$ cat src/rtl/branch_resolver_pkg.sv
// Shared types and constants for the branch resolution path.
package branch_resolver_pkg;

  localparam int BR_ADDR_W   = 32;
  localparam int BR_DEPTH    = 4;
  localparam int INSTR_BYTES = 4;

  typedef struct packed {
    logic [BR_ADDR_W-1:0] pc;
    logic [BR_ADDR_W-1:0] npc;
    logic                 taken;
  } pred_entry_t;

endpackage

$ cat src/rtl/branch_resolver_fifo.sv
// In-order queue of outstanding predictions; push, pop and clear with head/count visibility.
module resolve_fifo
  import branch_resolver_pkg::*;
#(
  parameter  int DEPTH = BR_DEPTH,
  localparam int PW    = $clog2(DEPTH),
  localparam int CW    = PW + 1
) (
  input  logic          clk,
  input  logic          rst_n,
  input  logic          push,
  input  pred_entry_t   push_data,
  input  logic          pop,
  input  logic          clear,
  output pred_entry_t   head,
  output logic [CW-1:0] count
);

  pred_entry_t   mem_q [DEPTH];
  logic [PW-1:0] wr_ptr_q, wr_ptr_d;
  logic [PW-1:0] rd_ptr_q, rd_ptr_d;
  logic [CW-1:0] count_q, count_d;

  always_comb begin
    wr_ptr_d = wr_ptr_q;
    rd_ptr_d = rd_ptr_q;
    count_d  = count_q;
    if (clear) begin
      // Equalise pointers instead of zeroing so storage indices stay untouched
      rd_ptr_d = wr_ptr_q;
      count_d  = '0;
    end else begin
      if (push) wr_ptr_d = wr_ptr_q + 1'b1;
      if (pop)  rd_ptr_d = rd_ptr_q + 1'b1;
      case ({push, pop})
        2'b10:   count_d = count_q + 1'b1;
        2'b01:   count_d = count_q - 1'b1;
        default: count_d = count_q;
      endcase
    end
  end

  always_ff @(posedge clk or negedge rst_n) begin
    if (!rst_n) begin
      wr_ptr_q <= '0;
      rd_ptr_q <= '0;
      count_q  <= '0;
    end else begin
      wr_ptr_q <= wr_ptr_d;
      rd_ptr_q <= rd_ptr_d;
      count_q  <= count_d;
    end
  end

  always_ff @(posedge clk) begin
    if (push && !clear) mem_q[wr_ptr_q] <= push_data;
  end

  assign head  = mem_q[rd_ptr_q];
  assign count = count_q;

endmodule

$ cat src/rtl/branch_resolver.sv
// Checks the oldest recorded prediction against execute, trains the predictor and redirects fetch on a miss.
module branch_resolver
  import branch_resolver_pkg::*;
#(
  parameter  int DEPTH  = BR_DEPTH,
  parameter  int ADDR_W = BR_ADDR_W,
  localparam int CW     = $clog2(DEPTH) + 1
) (
  input  logic              clk,
  input  logic              rst_n,
  input  logic              pred_valid,
  input  logic [ADDR_W-1:0] pred_pc,
  input  logic [ADDR_W-1:0] pred_npc,
  input  logic              pred_taken,
  output logic              pred_ready,
  input  logic              ex_valid,
  input  logic              ex_taken,
  input  logic [ADDR_W-1:0] ex_target,
  input  logic              ext_flush,
  output logic [ADDR_W-1:0] branch_pc,
  output logic [ADDR_W-1:0] branch_npc,
  output logic              actual_result,
  output logic              predict_update,
  output logic              flush,
  output logic [ADDR_W-1:0] flush_pc,
  output logic [CW-1:0]     pending,
  output logic [15:0]       mispredict_cnt
);

  localparam logic [CW-1:0]     DEPTH_C = CW'(DEPTH);
  localparam logic [ADDR_W-1:0] STEP_C  = ADDR_W'(INSTR_BYTES);

  pred_entry_t       push_entry, head;
  logic [CW-1:0]     count;
  logic              resolve, miss, train;
  logic              fifo_push, fifo_pop, fifo_clear;
  logic [ADDR_W-1:0] actual;
  logic              unused_head_taken;

  logic [ADDR_W-1:0] branch_pc_q, branch_pc_d;
  logic [ADDR_W-1:0] branch_npc_q, branch_npc_d;
  logic              actual_result_q, actual_result_d;
  logic              predict_update_q, predict_update_d;
  logic              flush_q, flush_d;
  logic [ADDR_W-1:0] flush_pc_q, flush_pc_d;
  logic [15:0]       mispredict_cnt_q, mispredict_cnt_d;

  assign push_entry        = '{pc: pred_pc, npc: pred_npc, taken: pred_taken};
  assign unused_head_taken = head.taken;

  // Ready ignores a same-cycle pop so a full queue never accepts a push
  assign pred_ready = (count < DEPTH_C) && !flush_q;

  always_comb begin
    resolve    = ex_valid && (count != '0);
    actual     = ex_taken ? ex_target : head.pc + STEP_C;
    miss       = (actual != head.npc);
    train      = resolve && !ext_flush;
    fifo_pop   = train;
    fifo_clear = ext_flush || (train && miss);
    fifo_push  = pred_valid && pred_ready && !fifo_clear;
  end

  always_comb begin
    branch_pc_d      = branch_pc_q;
    branch_npc_d     = branch_npc_q;
    actual_result_d  = actual_result_q;
    flush_pc_d       = flush_pc_q;
    mispredict_cnt_d = mispredict_cnt_q;
    predict_update_d = train;
    flush_d          = train && miss;
    if (train) begin
      branch_pc_d     = head.pc;
      branch_npc_d    = ex_target;
      actual_result_d = ex_taken;
    end
    if (train && miss) begin
      flush_pc_d       = actual;
      mispredict_cnt_d = mispredict_cnt_q + 16'd1;
    end
  end

  always_ff @(posedge clk or negedge rst_n) begin
    if (!rst_n) begin
      branch_pc_q      <= '0;
      branch_npc_q     <= '0;
      actual_result_q  <= 1'b0;
      predict_update_q <= 1'b0;
      flush_q          <= 1'b0;
      flush_pc_q       <= '0;
      mispredict_cnt_q <= '0;
    end else begin
      branch_pc_q      <= branch_pc_d;
      branch_npc_q     <= branch_npc_d;
      actual_result_q  <= actual_result_d;
      predict_update_q <= predict_update_d;
      flush_q          <= flush_d;
      flush_pc_q       <= flush_pc_d;
      mispredict_cnt_q <= mispredict_cnt_d;
    end
  end

  resolve_fifo #(.DEPTH(DEPTH)) u_fifo (
    .clk       (clk),
    .rst_n     (rst_n),
    .push      (fifo_push),
    .push_data (push_entry),
    .pop       (fifo_pop),
    .clear     (fifo_clear),
    .head      (head),
    .count     (count)
  );

  assign branch_pc      = branch_pc_q;
  assign branch_npc     = branch_npc_q;
  assign actual_result  = actual_result_q;
  assign predict_update = predict_update_q;
  assign flush          = flush_q;
  assign flush_pc       = flush_pc_q;
  assign pending        = count;
  assign mispredict_cnt = mispredict_cnt_q;

endmodule

$ cat config.mk
export PLATFORM = sky130hd
export DESIGN_NAME = branch_resolver
export DESIGN_NICKNAME = d
export VERILOG_FILES = /design/src/rtl/branch_resolver_pkg.sv /design/src/rtl/branch_resolver_fifo.sv /design/src/rtl/branch_resolver.sv
export SDC_FILE = /design/constraint.sdc
export NUM_CORES = 1
export LEC_CHECK = 0
export ABC_AREA = 1
export BUFFER_PORTS_ARGS = -buffer_cell sky130_fd_sc_hd__buf_2
export CORE_MARGIN = 2
export CORE_UTILIZATION = 40
export DETAILED_ROUTE_END_ITERATION = 7
export GPL_TIMING_DRIVEN = 0
export MAX_ROUTING_LAYER = met4
export PLACE_DENSITY = 0.65
export RECOVER_POWER = 50
export SLEW_MARGIN = 20
export SYNTH_ARGS = -nofsm -noshare
export SYNTH_HDL_FRONTEND = slang
export SYNTH_SLANG_ARGS = --single-unit
$ cat constraint.sdc
create_clock -name clk -period 6.66 [get_ports clk]
set_input_delay 0.666 -clock clk [delete_from_list [all_inputs] [get_ports clk]]
set_output_delay 0.666 -clock clk [all_outputs]
set_load 0.01 [all_outputs]
==> impl_metrics.yaml, run 1 <==
synthesis:
  ys.flop_type: "edfxtp_1"
  synthSimpleGateAreaFrac_pct: 19.64
  ys_seq_elements: 378
  synth_cell_types: 41
  syn_inst: 1643
  synth_nets: 1753
  synth_area_leaders: "edfxtp_1, dfrtp_1, nand2_1"
  synth_compound_gate_area_share_pct: 5.925
  synth-edff-count: 256
  synth-seq-area-share_pct: 63.97
  yosysWarningCount: 0
  synthArstFlopShare_pct: 32.28
  synthAdderAreaFrac_pct: 0.5664
  synth_top_family_by_area: "simple AND/OR/NAND/NOR gates"
  synth_xor_xnor_area_share_pct: 1.356
  synth_area_leader_cell: "edfxtp_1"
  yosysTopAreaCellShare_pct: 45.79
  synth_area_sq_mm: 0.01679
  syn_area_per_cell_sq_um: 10.22
  synth.area.mux_share_pct: 2.884
finish:
  fin_nets: 2029
  nFillCells: 3910
  multiInputGateArea_sq_mm: 0.005129
  mostFrequentLayoutCells: "nand2_1, edfxtp_1, nor2_1"
  final_common_cell: "nand2_1"
  finalNonFillerCells: 2499
  fin_area_sq_mm: 0.02006
  seq_area_sq_mm: 0.01074
  synthToLayoutAreaGrowth_pct: 19.47
  drive_above_1_share_pct: 15.48
hold_path:
  hold-path-cell-count: 2
  hold_path.class: "in -> reg"
  worstHoldStart: "ex_target[28]"
  hold_end: "branch_npc[28]"
floorplan:
  fp-row-count: 75
  initial_core_util_pct: 40.29
  die_area_sq_mm: 0.04363
  io_pins: 222
  core_area_sq_mm: 0.04167
  die_h_um: 208.9
  dieWidth_um: 208.9
placement:
  dp_hpwl_um: 36580
  dp_slack_ps: 1693
  place_area_sq_mm: 0.01890
  io_buffers: 219
  placed_cells: 2414
  gp_congestion: 0.8646
detailed_routing:
  viasPerCell: 5.093
  drc: 0
  avgRoutedWirePerCell_um: 19.81
  drtIter0Drc: 1245
  postRouteAntennaNets: 0
  vias: 12727
  totalWireLength_um: 49510
  drtPass1Iterations: 5
clocking:
  cts.clk_slew.worst_paths_ps: 70
  cts_tree: "built"
  cts_sinks: 378
  clk_latency_ps: 570
  h-tree-depth: 2
  clock_path_buffers: 3
  cts_buffers: 41
  cts_root_buf: "clkbuf_16"
sta:
  fin_crit_ps: 5113
  drv_slew: 125
  slew_headroom_pct: -50.67
  tightest_slew_ps: 2260
  setup_violations: 0
  period_share_pct: 76.77
  max_freq_ghz: 0.1956
  finalHoldViolCount: 0
  setup_ws_ps: 1547
  clock_skew_ps: 28.91
  holdWs_ps: 350.2
  grt_setup_unrepaired: "no"
flow_run:
  cap_violations: 2
grt:
  use_met1_pct: 31.50
  grtUsageMet2_pct: 35.68
  busiest_layer: "met2"
  grt_pass1_vias: 12157
  grt_pass1_wl_um: 73890
  antenna_found_initial: 10
  track_usage_pct: 23.32
  grt_max_degree: 89
  gr-total-overflow: 0
  grt.met3_usage_pct: 4.704
power:
  p_leak_uw: 0.008407
  powerDensity_mw_per_mm2: 451.4
  max-vdd-ir-drop_mv: 0.2191
  power_uw: 9053
outcome:
  run_status: "complete, but fails checks"
  violations: "capacitance limit, slew limit"
setup_path:
  critPathKind: "reg -> reg"
  worstSetupStartpointType: "flop"
  r2r_cells: 16
  cp_max_fo: 20
  rrSetupSlack_ps: 1550
  r2r-end: "u_fifo.mem_q[0][57]"
  cp-startpoint: "u_fifo.rd_ptr_q[0]"
  r2r-start: "u_fifo.rd_ptr_q[0]"
  arrival_ps: 5360
  setup.worst_path.end_class: "flop"
  required_ps: 6910
[synth_stat cells, types with 17 or more instances]
cell type	count
mux2_2	43
dfrtp_1	122
nand2_1	428
o22ai_1	22
nand3_1	107
buf_2	27
clkbuf_1	30
inv_1	160
nor2_1	182
nand3b_1	17
edfxtp_1	256
o21a_1	22
o21ai_0	98
[cells by family (layout without fill, tap and decap cells)]
logic type / Yosys count / in the layout
and+or+nand+nor: 783 / 783
xor gates and xnor gates: 26 / 26
AOI/OAI and AO/OA: 174 / 174
DFF: 378 / 378
other: 0 / 9
muxes: 43 / 43
adders and majority gates: 7 / 7
buffers and inverters: 232 / 540
[sequential cells by signal, indices dropped and copies added, names as in the netlist]
register         flops
u_fifo.wr_ptr_q      2
predict_update       1
flush                1
branch_npc          32
actual_result        1
u_fifo.rd_ptr_q      2
mispredict_cnt      16
u_fifo.mem_q       256
branch_pc           32
flush_pc            32
u_fifo.count         3
[where the power goes]
part	switching (uW)	internal, uW	leakage (uW)
Sequential	277	3030	0.00380
Combinational	2380	1150	0.00395
Clock	932	1290	0.000655
Total	3590	5470	0.00841
[metal layers]
metal / share of wire [%] / routed length [um]
met2: 46 / 22950
met3: 8.1 / 4029
met4: 2.3 / 1147
met1: 43 / 21380
met5: 0 / 0
[area by class of cell]
class / instances / area share [%]
Antenna cell: 9 / 0.1123
Buffer: 67 / 1.647
Clock buffer: 55 / 5.889
Clock inverter: 20 / 0.6675
Inverter: 165 / 3.088
Multi-Input combinational cell: 1033 / 25.57
Sequential cell: 378 / 53.55
Tap cell: 539 / 3.362
Timing Repair Buffer: 233 / 6.114
[worst max-delay path by stage]
stage / slack, ps / to
finish: 1550 / u_fifo.mem_q[0][57]
global route: 1270 / u_fifo.mem_q[0][57]
CTS: 1630 / u_fifo.mem_q[0][57]
detailed placement: 1690 / u_fifo.mem_q[0][56]
global placement: -2590 / u_fifo.mem_q[1][57]
floorplan: 940 / u_fifo.mem_q[0][10]
[what timing repair did]
item	CTS	global route
hold buffers	1	0
gates resized for setup	0	0
hold endpoints to repair	34	0
buffers inserted	0	0
[per-stage QoR]
step | setup TNS [ps] | util (%)
after floorplan | 0 | -
after global placement | -644840 | 44.54
after detailed placement | 0 | 45.35
after CTS | 0 | 48.53
after global routing | 0 | 48.14
final | 0 | 48.14
[critical path: stages, from the launching register on]
cell      delay (ps)
dfrtp_1          380
buf_4            180
clkbuf_1         380
nand2_1          100
nand2_1           80
nand2_1          150
o21ai_0          730
xor2_1           180
nor4_1           700
nand3_1          140
nor2_1           160
nand3_2          140
nand2_4          170
nand3_4          210
nor2_4           600
buf_16           260
buf_16           190
Power figures use the tool's default switching activity.
==> run 2: changes to the inputs <==
==> constraint.sdc (replaced) <==
create_clock -name clk -period 5.3 [get_ports clk]
set_input_delay 0.53 -clock clk [delete_from_list [all_inputs] [get_ports clk]]
set_output_delay 0.53 -clock clk [all_outputs]
set_load 0.01 [all_outputs]
==> run 2 against run 1 <==
Effect of this change:
- the run still ends with capacitance limit, slew limit left
- via count about the same
- non-clock buffer count up 4
- critical path depth unchanged
- die area unchanged
- clock skew decreased by 2.9 ps
- power rose by 26%
- critical path type unchanged
- critical endpoint is now u_fifo.mem_q[2][34]
==> impl_metrics.yaml, run 2 (same netlist as run 1, synthesis figures left out) <==
floorplan:
  io_pins: 222
  fp-row-count: 75
  dieWidth_um: 208.9
  die_h_um: 208.9
  die_area_sq_mm: 0.04363
  core_area_sq_mm: 0.04167
  initial_core_util_pct: 40.29
setup_path:
  worst-path-buf-inv: 4
  setup.worst_path.end_class: "flop"
  path_common_cell: "nand2_1"
  critPathKind: "reg -> reg"
  worst_path_max_delay_cell: "o21ai_0"
  cp_max_fo: 22
  worstSetupStartpointType: "flop"
  crit_chain: "buf_4 > clkbuf_1 > nand2_1 > nand2_1 > nand2_1 > o21ai_0 > xor2_1 > nor4_1 > nand3_1 > nor2_1 > nand3_2 > nand2_4 > nand3_4 > nor2_4 > buf_16 > buf_12"
  slowest_delay_ps: 720
  required_ps: 5550
  arrival_ps: 5080
  critical-path-top-delay-family: "simple AND/OR/NAND/NOR gates"
sta:
  holdWs_ps: 217.8
  setup_violations: 0
  drv_slew: 125
  grt_setup_unrepaired: "no"
  fin_crit_ps: 4835
  clock_skew_ps: 26.03
  tightest_slew_ps: 2239
  slew_headroom_pct: -49.28
  period_share_pct: 91.23
  finalHoldViolCount: 0
  max_freq_ghz: 0.2068
detailed_routing:
  drtIter0Drc: 1191
  viasPerCell: 5.086
  highest_layer: "met4"
  totalWireLength_um: 49490
  met3_length_um: 4039
  postRouteAntennaNets: 0
  dr_wl_met2_um: 22790
  vias: 12731
  avgRoutedWirePerCell_um: 19.77
  drc: 0
  met1_length_um: 21450
  drtPass1Iterations: 5
grt:
  grt_pass1_vias: 12157
  gr-total-overflow: 0
  track_usage_pct: 23.32
  grt_pass1_wl_um: 73890
  grt_max_degree: 89
  antenna_found_initial: 10
power:
  internal_power_uw: 6875
  switching_share_pct: 39.56
  p_clk_share_pct: 24.5
  pwr-share-comb_pct: 39.0
  powerDensity_mw_per_mm2: 566.3
  power.switching_uw: 4500
  p_leak_uw: 0.008429
  seq_power_share_pct: 36.5
  max-vdd-ir-drop_mv: 0.2753
finish:
  largest_reg_flops: 256
  fin_nets: 2033
  finalNonFillerCells: 2503
  final_common_cell: "nand2_1"
  mostFrequentLayoutCells: "nand2_1, edfxtp_1, nor2_1"
  synthToLayoutAreaGrowth_pct: 19.65
  regMostFlops: "u_fifo.mem_q"
  drive_above_1_share_pct: 15.65
placement:
  dp_hpwl_um: 36580
  gp_congestion: 0.8646
  placed_cells: 2414
  io_buffers: 219
clocking:
  clk_latency_ps: 570
  h-tree-depth: 2
  cts_sinks: 378
  cts_tree: "built"
  clock_path_buffers: 3
  cts_root_buf: "clkbuf_16"
  cts_buffers: 41
  cts.clk_slew.worst_paths_ps: 70
outcome:
  violations: "capacitance limit, slew limit"
  run_status: "complete, but fails checks"
flow_run:
  cap_violations: 2
hold_path:
  hold_path.class: "in -> reg"
==> run 2: power by group through the flow <==
stage | Clock [uW] | Sequential, uW | Combinational (uW)
floorplan | 0 | 4320 | 2540
global placement | 0 | 4230 | 4340
detailed placement | 0 | 4200 | 4480
CTS | 2830 | 4150 | 4500
global route | 2940 | 4210 | 4900
finish | 2780 | 4150 | 4440
==> run 2: worst paths after layout <==
kind | slack (ps) | cells after the start | to | start
worst min register to register | 490 | 2 | flush_pc[18] | flush_pc[18]
worst max-delay path | 460 | 16 | u_fifo.mem_q[2][34] | u_fifo.rd_ptr_q[0]
min in group asynchronous | 1170 | 2 | branch_pc[12] | rst_n
worst min-delay path | 220 | 2 | branch_npc[28] | ex_target[28]
worst max register to register | 460 | 16 | u_fifo.mem_q[2][34] | u_fifo.rd_ptr_q[0]
max in group asynchronous | 1010 | 3 | flush_pc[17] | rst_n
==> run 2: worst reg2reg max path: stages, from the launching register on <==
cell      delay, ps
dfrtp_1         380
buf_4           180
clkbuf_1        370
nand2_1         100
nand2_1          80
nand2_1         160
o21ai_0         720
xor2_1          190
nor4_1          650
nand3_1         140
nor2_1          160
nand3_2         140
nand2_4         160
nand3_4         220
nor2_4          420
buf_16          220
buf_12          210
==> run 2: stage by stage <==
step	power (uW)	worst slack [ps]	setup TNS (ps)	area, sq um	utilization, %
floorplan	6866	-416.6	-106650	16790	-
global placement	8568	-3947	-993000	18560	44.54
detailed placement	8688	332.5	0	18900	45.35
CTS	11480	265.5	0	20220	48.53
global route	12050	74.18	0	20090	48.21
finish	11370	464.8	0	20090	48.21
==> run 2: timing repair <==
action / CTS / global route
endpoints found under the setup margin: 0 / 20
setup buffers: 0 / 4
gates resized for setup: 0 / 0
hold buffers: 1 / 0
hold endpoints to repair: 34 / 0
==> run 2: cell type report <==
cell class              count  area [sq um]
clock inverters            20         133.9
multi-input cells        1033          5129
repair buffers            237          1256
inverters                 165         619.3
plain buffers              67         330.3
clock buffers              55          1181
diodes                      9         22.52
flip-flops and latches    378         10740
fillers                  3905         21580
well taps                 539         674.4
==> run 2: layer usage <==
metal	global-route usage, %	up-vias
met5	-	-
met4	7.143	0
met3	4.704	81
met2	35.68	469
met1	31.50	6175
li1	-	6006
==> run 3: changes to the inputs <==
--- a/config.mk
+++ b/config.mk
@@ -6,13 +6,13 @@
 export NUM_CORES = 1
 export LEC_CHECK = 0
 export ABC_AREA = 1
-export BUFFER_PORTS_ARGS = -buffer_cell sky130_fd_sc_hd__buf_2
 export CORE_MARGIN = 2
 export CORE_UTILIZATION = 40
 export DETAILED_ROUTE_END_ITERATION = 7
+export DONT_BUFFER_PORTS = 1
 export GPL_TIMING_DRIVEN = 0
 export MAX_ROUTING_LAYER = met4
-export PLACE_DENSITY = 0.65
+export PLACE_DENSITY = 0.6
 export RECOVER_POWER = 50
 export SLEW_MARGIN = 20
 export SYNTH_ARGS = -nofsm -noshare
==> run 3 against run 2 <==
Effect of this change:
- the run still ends with capacitance limit, slew limit left
- clock power rose by 2%
- critical path depth is 8 higher
- clock-buffer cell count up 6
- sequential share of layout area up 2.7 points
- worst setup slack worse by 140 ps
- register-to-register slack got worse by 140 ps
- clock skew fell by 2.3 ps
- sequential power increased by 7.2%
- via count decreased by 7.3%
- non-clock buffer count fell by 223
- die area stayed put
- final cell count decreased by 9.0%
- critical endpoint is now u_fifo.mem_q[1][63]
==> impl_metrics.yaml, run 3 (same netlist as run 1, synthesis figures left out) <==
power:
  seq_power_share_pct: 40.1
  powerDensity_mw_per_mm2: 579.3
  p_clk_share_pct: 25.6
  pwr-share-comb_pct: 34.3
  p_leak_uw: 0.007867
  max-vdd-ir-drop_mv: 0.2646
  power.switching_uw: 4364
  internal_power_uw: 6720
  switching_share_pct: 39.37
  power_uw: 11080
detailed_routing:
  drc: 0
  avgRoutedWirePerCell_um: 21.58
  totalWireLength_um: 49130
  drtIter0Drc: 1024
  postRouteAntennaNets: 0
  viasPerCell: 5.184
  dr_wl_met2_um: 22510
  met3_length_um: 4409
  drtPass1Iterations: 5
  vias: 11803
  highest_layer: "met4"
  met1_length_um: 21180
setup_path:
  critPathKind: "reg -> reg"
  arrival_ps: 5220
  r2r_cells: 24
  worstSetupStartpointType: "flop"
  cp_max_fo: 18
  r2r-end: "u_fifo.mem_q[1][63]"
  rrSetupSlack_ps: 330
  r2r-start: "u_fifo.rd_ptr_q[0]"
  cp-startpoint: "u_fifo.rd_ptr_q[0]"
  crit_end: "u_fifo.mem_q[1][63]"
  required_ps: 5550
  setup.worst_path.end_class: "flop"
placement:
  dp_slack_ps: 298.8
  io_buffers: 0
  placed_cells: 2194
  dp_hpwl_um: 35970
  gp_congestion: 0.8850
finish:
  finalNonFillerCells: 2277
  synthToLayoutAreaGrowth_pct: 13.96
  regMostFlops: "u_fifo.mem_q"
  drive_above_1_share_pct: 11.71
  mostFrequentLayoutCells: "nand2_1, edfxtp_1, nor2_1"
  largest_reg_flops: 256
  final_common_cell: "nand2_1"
  fin_nets: 1810
  finalCoreUtilization_pct: 45.92
hold_path:
  hold_path.class: "in -> reg"
sta:
  finalHoldViolCount: 0
  grt_setup_unrepaired: "no"
  setup_violations: 0
  max_freq_ghz: 0.2011
  period_share_pct: 93.80
  slew_headroom_pct: -114.7
  clock_skew_ps: 23.76
  setup_ws_ps: 328.6
  drv_slew: 123
  fin_crit_ps: 4971
  tightest_slew_ps: 3221
floorplan:
  io_pins: 222
  fp-row-count: 75
  dieWidth_um: 208.9
  die_area_sq_mm: 0.04363
  initial_core_util_pct: 40.29
  die_h_um: 208.9
  core_area_sq_mm: 0.04167
grt:
  grt_max_degree: 123
  grt_pass1_vias: 11525
  gr-total-overflow: 0
  antenna_found_initial: 3
  grt_pass1_wl_um: 72940
  track_usage_pct: 23.35
outcome:
  run_status: "complete, but fails checks"
  violations: "capacitance limit, slew limit"
clocking:
  h-tree-depth: 2
  cts_tree: "built"
  clk_latency_ps: 560
  cts.clk_slew.worst_paths_ps: 60
  clock_path_buffers: 3
  cts_buffers: 41
  post_cts_buffers: 0
  cts_root_buf: "clkbuf_16"
  cts_sinks: 378
flow_run:
  cap_violations: 1
==> run 3: worst min-delay path by stage <==
stage | from | end | slack, ps | cells past startpoint
finish | pred_npc[9] | u_fifo.mem_q[2][10] | 60 | 0
global route | pred_npc[9] | u_fifo.mem_q[2][10] | 40 | 0
CTS | pred_npc[3] | u_fifo.mem_q[0][4] | 40 | 0
detailed placement | rst_n | branch_pc[10] | 240 | 0
global placement | rst_n | branch_pc[10] | 240 | 0
floorplan | rst_n | actual_result | 230 | 0
==> run 3: worst max-delay path, cell delays in order (launching register included) <==
cell and delay [ps]:
dfrtp_1 360, buf_4 170, clkbuf_1 250, nand2_1 130, nand2_1 60, nand2_1 200, ha_1 240, nand2_1 100
nor2_1 220, nand2_2 150, nor2_2 220, nand2_1 70, nand2_1 60, nand3_1 280, nand3_1 170, nand2_1 80
nor2_1 120, nand2_1 130, nor2_1 130, nand3_2 140, nand2_4 170, nand3_4 220, nor2_4 550, buf_16 240
buf_16 180
==> run 3: power groups by stage <==
stage | registers, uW | logic (uW) | clock network (uW)
2_1_floorplan | 4320 | 2540 | 0
3_3_place_gp | 4550 | 3630 | 0
3_5_place_dp | 4510 | 3780 | 0
4_1_cts | 4450 | 3820 | 2880
5_1_grt | 4510 | 4230 | 3010
6_report | 4450 | 3800 | 2830
==> run 3: repair_timing <==
action / in CTS / in global routing
setup endpoints to repair: 0 / 18
gates resized for setup: 0 / 3
hold buffers: 2 / 0
hold endpoints to repair: 122 / 0
==> run 3: layer usage <==
| layer | GRT usage [%] | vias up |
|---|---|---|
| met5 | - | - |
| met4 | 6.527 | 0 |
| met3 | 6.838 | 61 |
| met2 | 36.05 | 388 |
| met1 | 30.08 | 5782 |
| li1 | - | 5572 |
==> run 3: stage by stage <==
step	hold WS [ps]	setup TNS, ps	area [sq um]
3_5_place_dp	240.5	0	17760
2_1_floorplan	234.4	-106650	16790
6_report	59.08	0	19130
4_1_cts	36.53	0	19140
3_3_place_gp	240.6	-1038050	17460
5_1_grt	36.50	0	19130
==> run 3: layout make-up <==
type	instances	area (sq um)
well taps	539	674.4
flip-flops and latches	378	10740
clock inverters	15	125.1
fillers	3885	22530
clock buffers	61	1215
repair buffers	14	285.3
inverters	165	619.3
diodes	5	12.51
multi-input cells	1033	5129
plain buffers	67	331.6
